[config.mk]
export PLATFORM = sky130hd
export DESIGN_NAME = alu_seq
export DESIGN_NICKNAME = d
export VERILOG_FILES = /design/src/rtl/alu_seq.sv
export SDC_FILE = /design/constraint.sdc
export NUM_CORES = 1
export LEC_CHECK = 0
export ABC_CLOCK_PERIOD_IN_PS = 2200
export CORE_MARGIN = 5
export CORE_UTILIZATION = 43
export CTS_BUF_LIST = sky130_fd_sc_hd__clkbuf_4 sky130_fd_sc_hd__clkbuf_8
export CTS_CLUSTER_DIAMETER = 30
export DETAILED_ROUTE_END_ITERATION = 16
export GPL_ROUTABILITY_DRIVEN = 1
export PLACE_DENSITY = 0.71
export SLEW_MARGIN = 15
export SYNTH_ARGS = -nofsm -noshare
export SYNTH_HDL_FRONTEND = slang
export SYNTH_SLANG_ARGS = --single-unit
[constraint.sdc]
create_clock -name clk -period 2.2 [get_ports clk]
set_input_delay 0.44 -clock clk [delete_from_list [all_inputs] [get_ports clk]]
set_output_delay 0.44 -clock clk [all_outputs]
set_load 0.02 [all_outputs]
[src/rtl/alu_seq.sv]
// -----------------------------------------------------------------------------
// alu_seq -- sequencer for CHIP-8 arithmetic/logic opcodes of the form 8XYN.
//
// An accepted instruction walks through the following steps:
//   1. Read VX, then VY, from an external register file. Read data arrives one
//      cycle after the strobe.
//   2. Present VX/VY and N to an external ALU. Hold them stable for
//      ALU_LATENCY cycles, then sample the ALU result, flag and error.
//   3. Write the result back to VX. Then, for flag-producing ops, write the
//      flag to VF.
// Any opcode other than 8XYN completes immediately with err set and makes no
// register-file access. An ALU error aborts the instruction before any
// write-back.
//
// Parameters
//   ALU_LATENCY   cycles from operands stable to ALU outputs valid (1..4)
//
// Configuration macro
//   ALU_SEQ_LOGIC_VF_RESET_EN  when defined, the logic ops (N = 1, 2, 3) also
//                              write VF = 8'h00, as the original COSMAC
//                              interpreter did. When undefined, VF is left
//                              untouched by those ops.
//
// Ports
//   clk, rst_n       clock (rising edge) and asynchronous active-low reset
//   start_i          request to run instr_i; only looked at while idle
//   instr_i[15:0]    CHIP-8 opcode 8XYN
//   busy_o           high whenever the sequencer is not idle
//   done_o, err_o    one-cycle completion pulse and its abort flag
//   rf_addr_o[3:0]   register-file address
//   rf_re_o          read strobe; rf_rdata_i is valid the following cycle
//   rf_rdata_i[7:0]  register-file read data
//   rf_we_o          write strobe
//   rf_wdata_o[7:0]  write data
//   alu_op1_o/op2_o  ALU operands VX / VY
//   alu_opcode_o     ALU function select (N)
//   alu_out_i, alu_carry_i, alu_err_i   ALU result, flag and illegal-op flag
// -----------------------------------------------------------------------------
module alu_seq #(
  parameter int unsigned ALU_LATENCY = 1
) (
  input  logic        clk,
  input  logic        rst_n,
  input  logic        start_i,
  input  logic [15:0] instr_i,
  output logic        busy_o,
  output logic        done_o,
  output logic        err_o,
  output logic [3:0]  rf_addr_o,
  output logic        rf_re_o,
  input  logic [7:0]  rf_rdata_i,
  output logic        rf_we_o,
  output logic [7:0]  rf_wdata_o,
  output logic [7:0]  alu_op1_o,
  output logic [7:0]  alu_op2_o,
  output logic [3:0]  alu_opcode_o,
  input  logic [7:0]  alu_out_i,
  input  logic        alu_carry_i,
  input  logic        alu_err_i
);

  typedef enum logic [2:0] {
    ST_IDLE  = 3'd0,
    ST_RD_X  = 3'd1,
    ST_RD_Y  = 3'd2,
    ST_LATCH = 3'd3,
    ST_EXEC  = 3'd4,
    ST_WR_X  = 3'd5,
    ST_WR_F  = 3'd6,
    ST_DONE  = 3'd7
  } state_e;

  // Last value of the EXEC wait counter. The ALU outputs are sampled on the
  // edge that leaves EXEC.
  localparam logic [1:0] LAT_LAST = 2'(ALU_LATENCY - 1);

`ifdef ALU_SEQ_LOGIC_VF_RESET_EN
  localparam logic VF_RESET_EN = 1'b1;
`else
  localparam logic VF_RESET_EN = 1'b0;
`endif

  // N = 1, 2, 3 are the bitwise logic ops (OR, AND, XOR).
  function automatic logic is_logic_op(input logic [3:0] n);
    logic r;
    case (n)
      4'h1, 4'h2, 4'h3: r = 1'b1;
      default:          r = 1'b0;
    endcase
    return r;
  endfunction

  // Ops whose completion includes a VF write after the VX write.
  function automatic logic needs_flag_write(input logic [3:0] n);
    logic r;
    case (n)
      4'h4, 4'h5, 4'h6, 4'h7, 4'hE: r = 1'b1;
      4'h1, 4'h2, 4'h3:             r = VF_RESET_EN;
      default:                      r = 1'b0;
    endcase
    return r;
  endfunction

  state_e      state_q, state_d;
  logic [3:0]  x_q, x_d;
  logic [3:0]  y_q, y_d;
  logic [3:0]  opcode_q, opcode_d;
  logic [7:0]  op1_q, op1_d;
  logic [7:0]  op2_q, op2_d;
  logic [7:0]  res_q, res_d;
  logic        flag_q, flag_d;
  logic        err_flag_q, err_flag_d;
  logic [1:0]  lat_cnt_q, lat_cnt_d;

  logic        busy_q, busy_d;
  logic        done_q, done_d;
  logic        err_q, err_d;
  logic [3:0]  rf_addr_q, rf_addr_d;
  logic        rf_re_q, rf_re_d;
  logic        rf_we_q, rf_we_d;
  logic [7:0]  rf_wdata_q, rf_wdata_d;

  // Next-state logic plus capture of the instruction fields, operands and
  // ALU results.
  always_comb begin
    state_d    = state_q;
    x_d        = x_q;
    y_d        = y_q;
    opcode_d   = opcode_q;
    op1_d      = op1_q;
    op2_d      = op2_q;
    res_d      = res_q;
    flag_d     = flag_q;
    err_flag_d = err_flag_q;
    lat_cnt_d  = lat_cnt_q;

    case (state_q)
      ST_IDLE: begin
        if (start_i) begin
          x_d      = instr_i[11:8];
          y_d      = instr_i[7:4];
          opcode_d = instr_i[3:0];
          if (instr_i[15:12] != 4'h8) begin
            err_flag_d = 1'b1;
            state_d    = ST_DONE;
          end else begin
            err_flag_d = 1'b0;
            state_d    = ST_RD_X;
          end
        end else begin
          state_d = ST_IDLE;
        end
      end
      ST_RD_X: begin
        state_d = ST_RD_Y;
      end
      ST_RD_Y: begin
        // VX data, requested in RD_X, is on the bus now.
        op1_d   = rf_rdata_i;
        state_d = ST_LATCH;
      end
      ST_LATCH: begin
        op2_d     = rf_rdata_i;
        lat_cnt_d = 2'd0;
        state_d   = ST_EXEC;
      end
      ST_EXEC: begin
        if (lat_cnt_q == LAT_LAST) begin
          res_d = alu_out_i;
          // With the COSMAC quirk enabled, the logic ops clear VF
          // instead of writing whatever flag the ALU reports.
          if (VF_RESET_EN && is_logic_op(opcode_q)) begin
            flag_d = 1'b0;
          end else begin
            flag_d = alu_carry_i;
          end
          if (alu_err_i) begin
            err_flag_d = 1'b1;
            state_d    = ST_DONE;
          end else begin
            state_d = ST_WR_X;
          end
        end else begin
          lat_cnt_d = lat_cnt_q + 2'd1;
        end
      end
      ST_WR_X: begin
        if (needs_flag_write(opcode_q)) begin
          state_d = ST_WR_F;
        end else begin
          state_d = ST_DONE;
        end
      end
      ST_WR_F: begin
        state_d = ST_DONE;
      end
      ST_DONE: begin
        state_d = ST_IDLE;
      end
      default: begin
        state_d = ST_IDLE;
      end
    endcase
  end

  // Output decode from the next state, so every output comes straight from
  // a flop and is aligned with the state it belongs to.
  always_comb begin
    busy_d     = (state_d != ST_IDLE);
    done_d     = (state_d == ST_DONE);
    err_d      = 1'b0;
    rf_addr_d  = 4'h0;
    rf_re_d    = 1'b0;
    rf_we_d    = 1'b0;
    rf_wdata_d = 8'h00;

    case (state_d)
      ST_RD_X: begin
        rf_addr_d = x_d;
        rf_re_d   = 1'b1;
      end
      ST_RD_Y: begin
        rf_addr_d = y_d;
        rf_re_d   = 1'b1;
      end
      ST_WR_X: begin
        rf_addr_d  = x_d;
        rf_we_d    = 1'b1;
        rf_wdata_d = res_d;
      end
      ST_WR_F: begin
        rf_addr_d  = 4'hF;
        rf_we_d    = 1'b1;
        rf_wdata_d = {7'b0000000, flag_d};
      end
      ST_DONE: begin
        err_d = err_flag_d;
      end
      default: begin
        rf_addr_d = 4'h0;
      end
    endcase
  end

  // State, captured fields and registered outputs.
  always_ff @(posedge clk or negedge rst_n) begin
    if (!rst_n) begin
      state_q    <= ST_IDLE;
      x_q        <= 4'h0;
      y_q        <= 4'h0;
      opcode_q   <= 4'h0;
      op1_q      <= 8'h00;
      op2_q      <= 8'h00;
      res_q      <= 8'h00;
      flag_q     <= 1'b0;
      err_flag_q <= 1'b0;
      lat_cnt_q  <= 2'd0;
      busy_q     <= 1'b0;
      done_q     <= 1'b0;
      err_q      <= 1'b0;
      rf_addr_q  <= 4'h0;
      rf_re_q    <= 1'b0;
      rf_we_q    <= 1'b0;
      rf_wdata_q <= 8'h00;
    end else begin
      state_q    <= state_d;
      x_q        <= x_d;
      y_q        <= y_d;
      opcode_q   <= opcode_d;
      op1_q      <= op1_d;
      op2_q      <= op2_d;
      res_q      <= res_d;
      flag_q     <= flag_d;
      err_flag_q <= err_flag_d;
      lat_cnt_q  <= lat_cnt_d;
      busy_q     <= busy_d;
      done_q     <= done_d;
      err_q      <= err_d;
      rf_addr_q  <= rf_addr_d;
      rf_re_q    <= rf_re_d;
      rf_we_q    <= rf_we_d;
      rf_wdata_q <= rf_wdata_d;
    end
  end

  assign busy_o       = busy_q;
  assign done_o       = done_q;
  assign err_o        = err_q;
  assign rf_addr_o    = rf_addr_q;
  assign rf_re_o      = rf_re_q;
  assign rf_we_o      = rf_we_q;
  assign rf_wdata_o   = rf_wdata_q;
  assign alu_op1_o    = op1_q;
  assign alu_op2_o    = op2_q;
  assign alu_opcode_o = opcode_q;

endmodule

== Yosys cells after proc, flatten, opt, wreduce, memory -nomap -nowiden ==
Memories as Yosys holds them, arrays and structs flattened.
Index checks and enable logic that the tools add are counted.
Cells by class
  $add $sub $neg: 1
  equal/unequal tests: 14
  muxes and demuxes: 27
  reduce and logical (&&, ||, !) cells: 9
Operator list (count)
  $pmux W3 S8: 1
  $eq A3 B3 Y1 const B: 7
  $mux W4: 4
  $mux W8: 2
  $pmux W8 S2: 1
  $pmux W4 S3: 1
  $mux W1: 11
  $eq A3 B2 Y1 const B: 3
  $mux W3: 3
  $eq A3 B1 Y1 const B: 2
  $reduce_or A2 Y1: 3
  $mux W2: 2
  $ne A4 B4 Y1 const B: 1
  $pmux W2 S2: 1
  $reduce_and A2 Y1: 2
  $logic_not A3 Y1: 1
  $reduce_bool A3 Y1: 1
  $add A2 B1 Y2 const B: 1
  $logic_not A2 Y1: 1
  $ne A2 B2 Y1 const B: 1
  $pmux W1 S2: 1
  $reduce_bool A2 Y1: 1
Word-level totals
  register bits: 60
  memory bits (read-only): 16
  bits of input ports: 37
  output and inout port bits: 37
  word-level logic and storage cells: 69
  memories kept: 1
Memories
  (name not given): depth 16, bits a word 1, read ports 1, clocked after memory_dff 0, wr ports 0, line 96  | case (n)

== Logic depth before layout (Yosys ltp) ==
Gate-level depths: netlist (run 1).
  depth in word-level cells: 7
  gate-level depth with buffers: 9

== Worst setup path before layout (run 1) ==
OpenSTA, ideal clock, no wires.
  path type: register -> register
  start: register state_q[2]
  end: register rf_re_q (netlist: rf_re_o)
  setup time: 119 ps
  arrival: 1831 ps
  required time: 2081 ps
  slack: 250 ps
  stages on the path, launching flop included: 10
  path buffers: 3
  cell sequence: dfrtp_1 > buf_6 > or4b_4 > buf_6 > nor2_1 > a21oi_1 > ha_1 > clkbuf_1 > nor2_1 > nor2_1
Between the ends
  longest elaborated chain between the ends: 5
  elaborated cells on any way between the ends: 14
RTL lines
  start, declared: line 104  | state_e state_q, state_d;
  start signal, assigned: line 266  | state_q <= state_d;
  $eq A3 B3 Y1, or another cell as far along: line 137  | case (state_q)
  $pmux W3 S8 *: line 137
  $eq A3 B2 Y1 / $eq A3 B1 Y1 (equally long branches): line 217  | case (state_d)
  $reduce_or A2 Y1 (no line) *
  $mux W1 *: line 217
  named net rf_re_d: line 119  | logic rf_re_q, rf_re_d;
  end signal, assigned: line 280  | rf_re_q <= rf_re_d;
  end, declared: line 119
The timed path passes the listed nets; every way through them passes the cells marked *.
A chain may end at the register's enable or synchronous reset.

== Worst setup path after layout (run 1) ==
  start: input port start_i
  end: register rf_wdata_q[0] (netlist: rf_wdata_o[0])
Between the ends
  longest elaborated chain between the ends: 4
  elaborated cells on any way between the ends: 5
RTL lines
  start, declared: line 44  | input logic start_i,
  $mux W3 *: line 139  | if (start_i) begin
  $pmux W3 S8 *: line 137
  $eq A3 B3 Y1: line 217
  $pmux W8 S2 *: line 217
  named net rf_wdata_d[0]: line 121  | logic [7:0] rf_wdata_q, rf_wdata_d;
  end signal, assigned: line 282  | rf_wdata_q <= rf_wdata_d;
  end, declared: line 121
Marked as above.

==> results of run 1 <==
[power by group through the flow]
stage          sequential [mW]  clock (mW)  combinational, mW
2_1_floorplan             2.14           0               1.20
3_3_place_gp              1.80           0               2.48
3_5_place_dp              1.82           0               2.52
4_1_cts                   1.80        1.13               2.53
5_1_grt                   1.86        1.18               2.70
6_report                  1.79        1.10               2.49
[cell type report]
| cell class | count | share of cell area (%) |
|---|---|---|
| Clock buffer | 12 | 4.325 |
| Clock inverter | 4 | 2.056 |
| Inverter | 6 | 0.7799 |
| Multi-Input combinational cell | 111 | 24.07 |
| Sequential cell | 60 | 42.54 |
| Tap cell | 72 | 2.552 |
| Timing Repair Buffer | 86 | 23.68 |
[cell families (layout without fill, tap and decap cells)]
| kind of cell | after synthesis | after routing | synth area share [%] |
|---|---|---|---|
| buf+inv | 14 | 108 | 3.601 |
| mux | 34 | 34 | 15.69 |
| flops | 60 | 60 | 61.73 |
| fa+ha+maj | 5 | 5 | 2.572 |
| simple gates | 50 | 50 | 10.49 |
| compound gates | 22 | 22 | 5.916 |
[per-layer routing]
metal | up-vias | part of all wire [%] | routed length [um] | global-route usage [%]
met4 | 0 | 1.5 | 73 | 6.043
li1 | 819 | - | - | -
met2 | 36 | 51 | 2529 | 24.65
met3 | 6 | 4.9 | 243 | 4.563
met5 | - | 0 | 0 | 0
met1 | 820 | 43 | 2128 | 18.17
[registers in the layout, indices dropped and copies added (netlist names)]
signal / flops
alu_op1_o: 8
alu_op2_o: 8
alu_opcode_o: 4
busy_o: 1
done_o: 1
err_flag_q: 1
err_o: 1
flag_q: 1
lat_cnt_q: 2
res_q: 8
rf_addr_o: 4
rf_re_o: 1
rf_wdata_o: 8
rf_we_o: 1
state_q: 3
x_q: 4
y_q: 4
[layout by cell type, fill, tap and decap left out, types with 3 or more instances in the layout]
master	n
mux2_2	32
nor2_1	8
and3_1	8
a21oi_1	9
buf_4	12
ha_1	5
clkdlybuf4s50_1	72
dfrtp_1	60
clkbuf_8	10
o21ai_1	3
nand3_1	3
nand2_1	22
inv_1	5
[cells in the mapped netlist, drive strengths merged]
cell     n  area [sq um]
o22a     1         17.52
nor4bb   1         10.01
a21boi   1         7.510
a21oi   10         53.80
nand2   22         82.58
dfrtp   60          1501
a21o     1         7.510
a22o     1         8.760
mux2i    1         10.01
inv      6         27.53
ha       5         62.56
nor2     8         30.03
or4b     1         13.76
nand3    3         15.01
mux2    33         371.6
buf      6         52.54
o22ai    2         12.51
nor4b    2         23.77
nand2b   2         12.51
nor3     1         5.000
and2     2         12.51
a22oi    1         7.510
clkbuf   2         7.510
o21ai    5         28.77
and3     8         50.05
[worst max-delay path by stage]
stage                    endpoint  slack, ps   startpoint
CTS                  rf_addr_o[3]        150  instr_i[13]
finish              rf_wdata_o[0]        170      start_i
floorplan                 rf_re_o        250   state_q[2]
global route         rf_addr_o[3]         10  instr_i[13]
detailed placement   rf_addr_o[3]       -190  instr_i[13]
global placement    rf_wdata_o[0]       -130      start_i
[worst reg2reg max path, stage by stage, from the launching register on]
cell and delay (ps):
dfrtp_1 450, or4b_4 580, nor2_1 120, a21oi_1 70
ha_1 360, a22oi_1 220, nor2_1 60
==> run_results.csv, run 1 <==
group,metric,value,unit
outcome,status,"completed",
cells_and_area,finish.utilization,64.10,%
run,timing.max_cap.violations,0,
route,antenna_left,0,
cells_and_area,fin_nets,316,
setup_path,crit_path_end_kind,"register",
setup_path,crit_fanout,13,
setup_path,cp.required,2410,ps
setup_path,path_delay_family,"simple AND/OR/NAND/NOR gates",
yosys,synth.avg_cell_area,13.15,sq um
pwr,p_total,5.379,mW
setup_path,cp_slowest_cell,"clkdlybuf4s50_1",
yosys,yosys_warnings,0,
timing,final.setup.tns,0,ps
yosys,yosysUniqueCellTypes,33,
yosys,syn_inst,185,
route,via_per_inst,4.789,
cells_and_area,area_growth,45.11,%
global_route,antenna_found_initial,0,
cts,h-tree-depth,3,
cts,tritoncts,"built",
pwr,p_comb_share,46.3,%
placement,port_buffers,73,
setup_path,reg2reg_slack,240,ps
setup_path,crit_top_cell,"nor2_1",
cts,ctsResizeCount,0,
global_route,overflow,0,
route,vias,1681,
hold_path,hold_class,"in -> async",
setup_path,r2r_end,"rf_wdata_o[0]",
cts,ctsHoldBuffers,0,
timing,max_freq,493.4,MHz
floorplan,start_util,44.17,%
cts,numCtsBuffers,9,
cells_and_area,stdcell_count,351,
cells_and_area,antenna_cells,0,
pwr,pwr-share-clk,20.4,%
pwr,swShare,34.22,%
route,drc,0,
cts,clock-root-buffer,"clkbuf_8",
placement,place_ws,-187.9,ps
pwr,intPower,3.538,mW
pwr,ir_drop,0.0007744,V
timing,worst-slew-pin-transition,595.7,ps
route,post_drt_wl_per_cell,14.17,um
setup_path,timing.rr.start,"state_q[0]",
placement,place_inst,335,
cells_and_area,final_area,3530,sq um
placement,gp_congestion,0.7299,
floorplan,die_h,85.21,um
timing,maxSlewHeadroom,60.29,%
route,drtPass1Iterations,4,
floorplan,dieArea,7261,sq um
setup_path,path_cells,"clkdlybuf4s50_1 > or4b_4 > nor2_1 > a21oi_1 > ha_1 > a22oi_1 > nor2_1",
pwr,power_density,1524,nW/um^2
timing,hold_viol_final,0,
yosys,ys_ff_latch,60,
timing,fin_ws,173.1,ps
yosys,synth_nets,227,
cts,clk_pin_slew_worst_paths,60,ps
cells_and_area,fill_cells,428,
timing,fin_skew,5.185,ps
global_route,track_usage,14.92,%
cts,cts_max_path_buffers,2,
pwr,leakage,1.577,nW
timing,slew_violations,0,
cells_and_area,regArea,1501,sq um
setup_path,reg2regPathDepth,6,
yosys,synth_area,2432,sq um
timing,setup_violations,0,
placement,dp_hpwl,3725,um
cells_and_area,multi_input_area,849.6,sq um
floorplan,die_w,85.21,um
setup_path,critPathBufInv,1,
global_route,grt_pass1_wl,8500,um
route,drt-total-wl,4974,um
yosys,seq_area_frac_synth,61.73,%
pwr,net-switching-power,1.840,mW
cts,post_cts_buffers,0,
timing,fin_crit,2027,ps
timing,period_share,92.13,%
setup_path,cp-start-kind,"input port",
cells_and_area,drive_above_1_share,24.73,%
floorplan,io_pins,74,
floorplan,coreArea,5507,sq um
timing,rsz0062_at_grt,"false",
setup_path,path_depth,7,
route,drt_iter0_markers,52,
setup_path,crit_arrival,2240,ps
cts,clock_latency,320,ps
placement,dpl_cell_area,3304,sq um
pwr,p_seq_share,33.3,%
setup_path,worstSetupPathType,"in -> reg",
floorplan,placementRows,27,
timing,hold_ws,117.5,ps
setup_path,slowest_delay,490,ps
cts,clock-sinks,60,
global_route,grt_pass1_vias,1758,
global_route,grt_max_degree,36,
No activity file was read; power rests on OpenSTA's default activity.
==> run 2, diff against run 1 <==
- TNS_END_PERCENT: not set -> 10
==> results of run 2 <==
No change in the layout: final DEF, timing and power equal those of run 1.
==> run 3, diff against run 2 <==
- ABC_CLOCK_PERIOD_IN_PS: 2200 -> not set
- clock period: 2.2 -> 2.6 ns (I/O delays scaled with it)
==> run_results.csv, run 3 (same netlist as run 1, synthesis figures left out) <==
group,metric,value,unit
route,drt_iter0_markers,77,
cells_and_area,fill_cells,435,
placement,gp_congestion,0.7581,
setup_path,path_cells,"clkdlybuf4s50_1 > or4b_4 > nor2_1 > a21oi_1 > inv_1 > ha_1 > o21ai_1 > a21oi_1",
cells_and_area,area_growth,43.00,%
route,drtPass1Iterations,4,
pwr,leakage,1.544,nW
timing,period_share,83.91,%
setup_path,crit_path_end_kind,"register",
global_route,grt_pass1_wl,8369,um
cells_and_area,final_common_cell,"clkdlybuf4s50_1",
pwr,net-switching-power,1.541,mW
cts,clock-root-buffer,"clkbuf_8",
route,post_drt_wl_per_cell,14.58,um
outcome,status,"completed",
timing,max_freq,458.4,MHz
placement,port_buffers,73,
route,antenna_left,0,
cts,ctsHoldBuffers,0,
run,timing.max_cap.violations,0,
cells_and_area,finish.utilization,63.17,%
setup_path,worstSetupPathType,"in -> reg",
floorplan,io_pins,74,
timing,maxSlewHeadroom,51.65,%
placement,place_ws,87.94,ps
cts,clock-sinks,60,
pwr,intPower,2.953,mW
floorplan,die_w,85.21,um
cts,clock_latency,320,ps
cts,numCtsBuffers,9,
hold_path,hold_class,"in -> async",
timing,hold_ws,216.7,ps
floorplan,coreArea,5507,sq um
timing,setup_violations,0,
global_route,grt_pass1_vias,1704,
cts,h-tree-depth,3,
cells_and_area,final_cell_mix,"clkdlybuf4s50_1, dfrtp_1, mux2_2, nand2_1, clkbuf_8",
cts,ctsResizeCount,0,
pwr,p_total,4.494,mW
setup_path,cp_slowest_cell,"or4b_4",
pwr,pwr-share-clk,21.2,%
setup_path,crit_top_cell,"a21oi_1",
pwr,p_seq_share,34.1,%
global_route,overflow,0,
timing,fin_skew,11.33,ps
cells_and_area,fin_nets,308,
cells_and_area,regArea,1501,sq um
setup_path,crit_fanout,8,
pwr,swShare,34.29,%
timing,fin_ws,418.3,ps
cts,post_cts_buffers,0,
setup_path,cp-start-kind,"input port",
pwr,ir_drop,0.0005977,V
floorplan,dieArea,7261,sq um
floorplan,placementRows,27,
cts,tritoncts,"built",
setup_path,cp.required,2850,ps
floorplan,die_h,85.21,um
route,drc,0,
timing,hold_viol_final,0,
cts,clk_pin_slew_worst_paths,60,ps
route,drt-total-wl,4987,um
route,wl_met3,251,um
cells_and_area,antenna_cells,0,
global_route,antenna_found_initial,0,
placement,dp_hpwl,3731,um
pwr,power_density,1292,nW/um^2
cts,cts_max_path_buffers,2,
timing,final.setup.tns,0,ps
cells_and_area,multi_input_area,849.6,sq um
timing,worst-slew-pin-transition,722.6,ps
timing,fin_crit,2182,ps
pwr,p_comb_share,44.6,%
setup_path,reg2regPathDepth,7,
timing,rsz0062_at_grt,"false",
floorplan,start_util,44.17,%
route,met1Wirelength,2145,um
setup_path,slowest_delay,530,ps
route,top_layer,"met4",
setup_path,crit_arrival,2430,ps
global_route,track_usage,14.78,%
route,vias,1628,
route,dr_wl_met2,2513,um
global_route,grt_max_degree,34,
cells_and_area,drive_above_1_share,22.22,%
route,via_per_inst,4.760,
timing,slew_violations,0,
run 3: cell types whose count changed in the layout (fill, tap and decap cells not counted), sizes merged:
| cell | delta |
|---|---|
| clkinvlp | -1 |
| buf | -8 |
run 3: worst max-delay path, delay by kind of cell:
family                   cells  cell delay [ps]
buffers and inverters        2              590
AO/OA/AOI/OAI                3              340
adder cells (fa/ha/maj)      1              310
AND/OR/NAND/NOR              2              660
run 3: power by group through the flow:
| stage | Combinational [mW] | Clock (mW) | Sequential [mW] |
|---|---|---|---|
| 2_1_floorplan | 1.01 | 0 | 1.81 |
| 3_3_place_gp | 2.01 | 0 | 1.55 |
| 3_5_place_dp | 2.04 | 0 | 1.56 |
| 4_1_cts | 2.04 | 0.972 | 1.54 |
| 5_1_grt | 2.18 | 1.02 | 1.59 |
| 6_report | 2.01 | 0.954 | 1.53 |
run 3: path summary, 6_finish.rpt:
kind                             from            to  slack, ps
setup / recovery              start_i  rf_addr_o[1]        420
hold / removal                  rst_n      res_q[5]        220
setup reg to reg           state_q[1]  rf_addr_o[1]        490
hold reg to reg              res_q[0]      res_q[0]        490
max in group asynchronous       rst_n  alu_op2_o[3]       1780
min in group clk             res_q[0]      res_q[0]        490
run 3: stage by stage:
stage | cells | cell area, sq um
after floorplan | 185 | 2432
after global placement | 327 | 3244
after detailed placement | 327 | 3244
after CTS | 342 | 3478
after global routing | 342 | 3478
final | 342 | 3478
run 3: layout make-up:
class                   instances  share of cell area, %
well taps                      72                  2.590
multi-input cells             111                  24.42
clock buffers                  12                  4.748
inverters                       6                 0.7914
repair buffers                 78                  22.30
flip-flops and latches         60                  43.17
clock inverters                 3                  1.978
run 3: per-layer routing:
metal,vias to the layer above,GRT usage (%)
met5,-,0
met4,0,6.475
met3,6,4.078
met2,39,23.66
met1,785,18.75
li1,798,-
